===== src/rtl/hdmi_src_switch.sv =====
// Purpose : glitch-free HDMI source change (VGA scaler <-> FT812 DAC): frame-aligned blank, PLL retarget, FIFO flush, lock + settle, unblank.
// Latency : sel_req to WAIT_VS entry 3 clk; sel flips in the BLANK cycle; unblank the cycle after the SETTLE_FRAMES-th vsync edge.
// Backpress: none; requests arriving while busy are re-evaluated on the next RUN cycle, so only the latest request is served.
//
// Ports:
//   clk, reset_n   system clock, async active-low reset
//   sel_req        requested source (async, 2-FF synchronized)
//   vs             vsync of current source (clk domain, active high)
//   locked         HDMI PLL lock (async, 2-FF synchronized)
//   sel            registered source select to PLL and mux
//   fifo_rst       RGB/audio FIFO reset, active high
//   force_blank    forces encoder to black
//   busy           high in any state other than RUN
//   lock_err       sticky lock-timeout flag, cleared only by reset
module hdmi_src_switch #(
  parameter bit DEFAULT_SEL     = 1'b0,
  parameter int VS_TIMEOUT      = 2000000,
  parameter int FIFO_RST_CYCLES = 8,
  parameter int LOCK_STABLE     = 16,
  parameter int LOCK_TIMEOUT    = 1048576,
  parameter int SETTLE_FRAMES   = 2
) (
  input  logic clk,
  input  logic reset_n,
  input  logic sel_req,
  input  logic vs,
  input  logic locked,
  output logic sel,
  output logic fifo_rst,
  output logic force_blank,
  output logic busy,
  output logic lock_err
);

  // One counter width sized for the largest limit.
  localparam int MAX_A = (VS_TIMEOUT > LOCK_TIMEOUT) ? VS_TIMEOUT : LOCK_TIMEOUT;
  localparam int MAX_B = (FIFO_RST_CYCLES > LOCK_STABLE) ? FIFO_RST_CYCLES : LOCK_STABLE;
  localparam int MAX_C = (MAX_A > MAX_B) ? MAX_A : MAX_B;
  localparam int MAX_P = (MAX_C > SETTLE_FRAMES) ? MAX_C : SETTLE_FRAMES;
  localparam int CW    = $clog2(MAX_P + 1);

  typedef logic [CW-1:0] cnt_t;
  localparam cnt_t CNT_MAX = '1;

  typedef enum logic [2:0] {
    RUN,
    WAIT_VS,
    BLANK,
    FLUSH,
    WAIT_LOCK,
    SETTLE
  } state_t;

  state_t state, state_nxt;
  logic   req_meta, req_s;
  logic   lock_meta, lock_s;
  logic   vs_d, vs_rise;
  logic   target, target_nxt;
  logic   lock_to;
  cnt_t   tmo_cnt;   // WAIT_VS timeout, FLUSH length, WAIT_LOCK timeout
  cnt_t   stab_cnt;  // consecutive lock_s=1 cycles in WAIT_LOCK
  cnt_t   frm_cnt;   // vsync edges seen in SETTLE

  // Synchronizers and vsync edge detect. The request chain resets to the
  // default source so reset release never looks like a switch request.
  always_ff @(posedge clk or negedge reset_n) begin
    if (!reset_n) begin
      req_meta  <= DEFAULT_SEL;
      req_s     <= DEFAULT_SEL;
      lock_meta <= 1'b0;
      lock_s    <= 1'b0;
      vs_d      <= 1'b0;
    end else begin
      req_meta  <= sel_req;
      req_s     <= req_meta;
      lock_meta <= locked;
      lock_s    <= lock_meta;
      vs_d      <= vs;
    end
  end

  assign vs_rise = vs & ~vs_d;

  always_comb begin
    state_nxt  = state;
    target_nxt = target;
    lock_to    = 1'b0;
    case (state)
      RUN: begin
        if (req_s != sel) begin
          target_nxt = req_s;
          state_nxt  = WAIT_VS;
        end else if (!lock_s) begin
          state_nxt = FLUSH;
        end
      end
      WAIT_VS: begin
        // Track the request until we leave, so BLANK applies the latest one.
        target_nxt = req_s;
        if (vs_rise || (tmo_cnt == cnt_t'(VS_TIMEOUT - 1)))
          state_nxt = BLANK;
      end
      BLANK: state_nxt = FLUSH;
      FLUSH: begin
        if (tmo_cnt == cnt_t'(FIFO_RST_CYCLES - 1))
          state_nxt = WAIT_LOCK;
      end
      WAIT_LOCK: begin
        // This cycle's lock_s=1 brings the stable count to LOCK_STABLE.
        if (lock_s && (stab_cnt == cnt_t'(LOCK_STABLE - 1))) begin
          state_nxt = SETTLE;
        end else if (tmo_cnt == cnt_t'(LOCK_TIMEOUT - 1)) begin
          lock_to   = 1'b1;
          state_nxt = FLUSH;
        end
      end
      SETTLE: begin
        if (!lock_s)
          state_nxt = FLUSH;
        else if (vs_rise && (frm_cnt == cnt_t'(SETTLE_FRAMES - 1)))
          state_nxt = RUN;
      end
      default: state_nxt = FLUSH;
    endcase
  end

  always_ff @(posedge clk or negedge reset_n) begin
    if (!reset_n) begin
      state       <= FLUSH;
      target      <= DEFAULT_SEL;
      sel         <= DEFAULT_SEL;
      fifo_rst    <= 1'b1;
      force_blank <= 1'b1;
      busy        <= 1'b1;
      lock_err    <= 1'b0;
      tmo_cnt     <= '0;
      stab_cnt    <= '0;
      frm_cnt     <= '0;
    end else begin
      state       <= state_nxt;
      target      <= target_nxt;
      // Outputs are decoded from the next state so they align with it.
      if (state_nxt == BLANK)
        sel <= target_nxt;
      fifo_rst    <= (state_nxt == FLUSH);
      force_blank <= (state_nxt != RUN);
      busy        <= (state_nxt != RUN);
      if (lock_to)
        lock_err <= 1'b1;

      if (state_nxt != state) begin
        tmo_cnt  <= '0;
        stab_cnt <= '0;
        frm_cnt  <= '0;
      end else begin
        if (tmo_cnt != CNT_MAX)
          tmo_cnt <= tmo_cnt + 1'b1;
        if (!lock_s)
          stab_cnt <= '0;
        else if (stab_cnt != CNT_MAX)
          stab_cnt <= stab_cnt + 1'b1;
        if (vs_rise && (frm_cnt != CNT_MAX))
          frm_cnt <= frm_cnt + 1'b1;
      end
    end
  end

endmodule


===== config.mk =====
export PLATFORM = sky130hd
export DESIGN_NAME = hdmi_src_switch
export DESIGN_NICKNAME = d
export VERILOG_FILES = /design/src/rtl/hdmi_src_switch.sv
export SDC_FILE = /design/constraint.sdc
export NUM_CORES = 1
export LEC_CHECK = 0
export ABC_AREA = 1
export CAP_MARGIN = 15
export CORE_ASPECT_RATIO = 1.2
export CORE_MARGIN = 10
export CORE_UTILIZATION = 66
export DETAILED_ROUTE_END_ITERATION = 10
export GPL_ROUTABILITY_DRIVEN = 0
export MAX_ROUTING_LAYER = met4
export PLACE_DENSITY_LB_ADDON = 0.12
export SETUP_SLACK_MARGIN = 0.05
export SLEW_MARGIN = 20
export SYNTH_ARGS = -nofsm -noshare
export SYNTH_HDL_FRONTEND = slang
export SYNTH_SLANG_ARGS = --single-unit

===== constraint.sdc =====
create_clock -name clk -period 4.6 [get_ports clk]
set_clock_uncertainty 0.2 [all_clocks]
set_input_delay 0.92 -clock clk [delete_from_list [all_inputs] [get_ports clk]]
set_output_delay 0.92 -clock clk [all_outputs]
set_load 0.01 [all_outputs]

==> out/results.tsv <==
stage	metric	value	unit
setup_path	crit start category	input port	
drt	via count	3752	
grt	initial antenna violation count	0	
sta	Tightest Pin Transition	0.938	ns
cts	worst skew pair latency	0.35	ns
cts	clock net sink count	76	
synthesis	Syn. warnings	0	
finish	area added between synthesis and finish	7.58	%
outcome	status	completed	
synthesis	compound-gate portion of the synthesized area	0.0316	
cts	CTS Hold Bufs	0	
hold_path	hold wc startpoint	req_meta	
die	DIE AREA	10500	µm²
power	leakage	2.17	nW
drt	drt total wl	8.99	mm
die	core area	6530	µm²
sta	Final Critical Period	2.97	ns
setup_path	Critical Path Sink Type	register	
grt	global route overflow	0	
placed_design	IO buf count	9	
cts	htree depth	3	
sta	Fin Setup TNS	0	ns
grt	Overall Global Routing Usage	0.192	
synthesis	top cells by area, synth	dfrtp_1 (40%), nand2_1 (10%), inv_1 (7.5%)	
power	cell area power density	389	nW/µm²
drt	Routed Antenna Nets	0	
grt	largest net degree at the start of global routing	77	
drt	drt first-iter violations	209	
setup_path	Worst path slowest cell	clkdlybuf4s50_1	
power	Sw Pwr	0.665	mW
synthesis	simple-gate portion of the synthesized area	0.371	
die	IO Pins	10	
sta	Final period util	0.645	
finish	share of cells above drive strength 1	0.137	
die	Die H	110	µm
setup_path	Worst Path Required	4.60	ns
synthesis	async set or reset register ratio after synthesis	1.00	
synthesis	main combinational cell family by area after synthesis	simple AND/OR/NAND/NOR gates	
cts	clk buf depth	2	
power	Switching Fraction	0.356	
sta	Slew headroom	0.375	
setup_path	CP peak stage delay	0.47	ns
cts	Root Driver	clkbuf_8	
setup_path	worst setup path start	vs	
grt	first-pass GRT wire length	15.9	mm
synthesis	Synth Flop Type	dfrtp_1	
setup_path	chain of cells forming the critical path	clkdlybuf4s50_1 -> inv_1 -> nor2_1 -> nand4_1 -> nor2_1 -> nand2_1 -> o21ai_1 -> nand4_1 -> nand2_2 -> nor2_8 -> inv_4 -> nor2_1	
synthesis	top post-synthesis cells by count	nand2_1 (122), inv_1 (89), nor2_1 (85), dfrtp_1 (72), nor2_2 (47)	
drt	DRC violations left	0	
synthesis	Post-Synth Adder-Cell Area	0.0112	
power	Clk pwr share	0.305	
cts	clk slew on worst S/H paths	0.07	ns
synthesis	Net Count, Synth	596	
synthesis	Post-Syn Area	4470	µm²
finish	final net count	608	
finish	Final Instance Area	4810	µm²
cts	Inserted Clock Buffers	9	
finish	n_diodes	0	
setup_path	crit-path most repeated cell	nor2_1	
finish	Filler cells	526	
drt	drt pass-1 iters	5	
setup_path	critical path class	input port to register	
synthesis	Post-synth EDFFs	0	
setup_path	RR Startpoint	stab_cnt[0]	
finish	Register Area	1910	µm²
sta	final hold vios	0	
drt	DR vias/cell	5.45	
power	Sequential Power Share	0.413	
cts	post-cts gate resize count	0	
flow_run	max cap viols	0	
die	num rows	32	
sta	setup violators final	0	
sta	Slew Limit Fails	0	
power	Power Internal	1.21	mW
power	Logic pwr share	0.282	
placed_design	Placement Cell Area	4590	µm²
synthesis	mux cell area share after synthesis	0.00252	
sta	RSZ-0062 raised after global routing	false	
sta	f_max	337	MHz
hold_path	HP Class	register to register	
finish	multi-input logic area	2140	µm²
synthesis	Syn Inst Count	587	
power	Worst VDD drop	0.475	mV
synthesis	post-synth top area share	0.403	
placed_design	hpwl dp	6.42	mm
die	Initial Utilization	0.686	
cts	TritonCTS clock tree	done	
setup_path	CP arrival	2.97	ns
synthesis	Synth area leader	dfrtp_1	
placed_design	pre-CTS setup slack	1.25	ns
drt	WL/cell	13.1	µm
sta	min setup slack post-route	1.63	ns
synthesis	Mapped Avg Cell Area	7.62	µm²
synthesis	XOR/XNOR Fraction of Synth Area	0.0626	
synthesis	top-count cell post-synth	nand2_1	
synthesis	sequential fraction of the synthesis area	0.426	
cts	post-CTS setup repair buffer count	0	
die	DIE WIDTH	95.2	µm
synthesis	Synth Register Bits	76	
grt	vias in the first global route	3740	
setup_path	CP max FO	37	
synthesis	distinct cell type count after synthesis	37	
-- state kept, by name (all words and copies together) (netlist names), 3 cells and up --
register / count
stab_cnt: 21
frm_cnt: 21
tmo_cnt: 21
state: 3
-- stage by stage --
step	instances	util	hold WS, ns	power [mW]
floorplan	587	-	0.131	1.28
global placement	673	0.703	0.134	1.30
detailed placement	673	0.703	0.138	1.32
CTS	689	0.738	0.155	1.89
global route	689	0.738	0.167	1.98
finish	689	0.738	0.152	1.87
-- per-layer routing --
layer  share of wire  track usage  routed length (µm)  up-vias
met1            0.42        0.211                3780     1765
met2            0.50        0.327                4530      101
met3           0.041       0.0264                 369       36
met5               0            -                   0        -
li1                -            -                   -     1850
met4           0.036        0.110                 320        0
-- layout by cell type, fill, tap and decap left out, types with 11 or more instances in the layout --
cell type / Yosys / routed
inv_1: 89 / 89
nand2_1: 122 / 122
clkbuf_8: 0 / 11
nor2_2: 47 / 47
o21ai_0: 20 / 20
nand3_1: 34 / 34
dfrtp_1: 72 / 72
nor2_1: 85 / 85
nand4_1: 21 / 21
xor2_1: 27 / 27
nor3_1: 21 / 21
-- cell type report --
type,instances,share of cell area
sequential,76,0.396
timing repair buffer,9,0.0182
tap,85,0.0221
multi-input combinational,412,0.445
inverter,91,0.0715
clock inverter,4,0.0151
clock buffer,12,0.0322
-- power groups by stage --
| stage | clock (mW) | sequential [mW] | combinational (mW) |
|---|---|---|---|
| finish | 0.570 | 0.773 | 0.529 |
| global route | 0.611 | 0.781 | 0.592 |
| CTS | 0.582 | 0.773 | 0.534 |
| detailed placement | 0 | 0.785 | 0.532 |
| global placement | 0 | 0.782 | 0.519 |
| floorplan | 0 | 0.781 | 0.497 |
-- logic make-up (layout without fill, tap and decap cells) --
logic type | count (synthesis) | in the layout
simple gates | 348 | 348
buf+inv | 99 | 116
compound gates | 27 | 27
flops | 76 | 76
fa+ha+maj | 4 | 4
mux | 1 | 1
xor+xnor | 32 | 32
-- worst max-delay path: cells and delay by family --
| family | cells | cell delay [ns] |
|---|---|---|
| buffers and inverters | 3 | 0.97 |
| AOI/OAI and AO/OA | 1 | 0.19 |
| and+or+nand+nor | 8 | 0.88 |
-- final timing paths --
check,slack [ns],cells past startpoint,end
min in group asynchronous,0.51,1,stab_cnt[2]
worst max register to register,1.78,11,stab_cnt[15]
worst min register to register,0.15,0,req_s
max in group asynchronous,3.09,1,req_s
worst min-delay path,0.15,0,req_s
worst max-delay path,1.63,12,tmo_cnt[14]
Note: power is estimated with default switching activity, not from simulation.
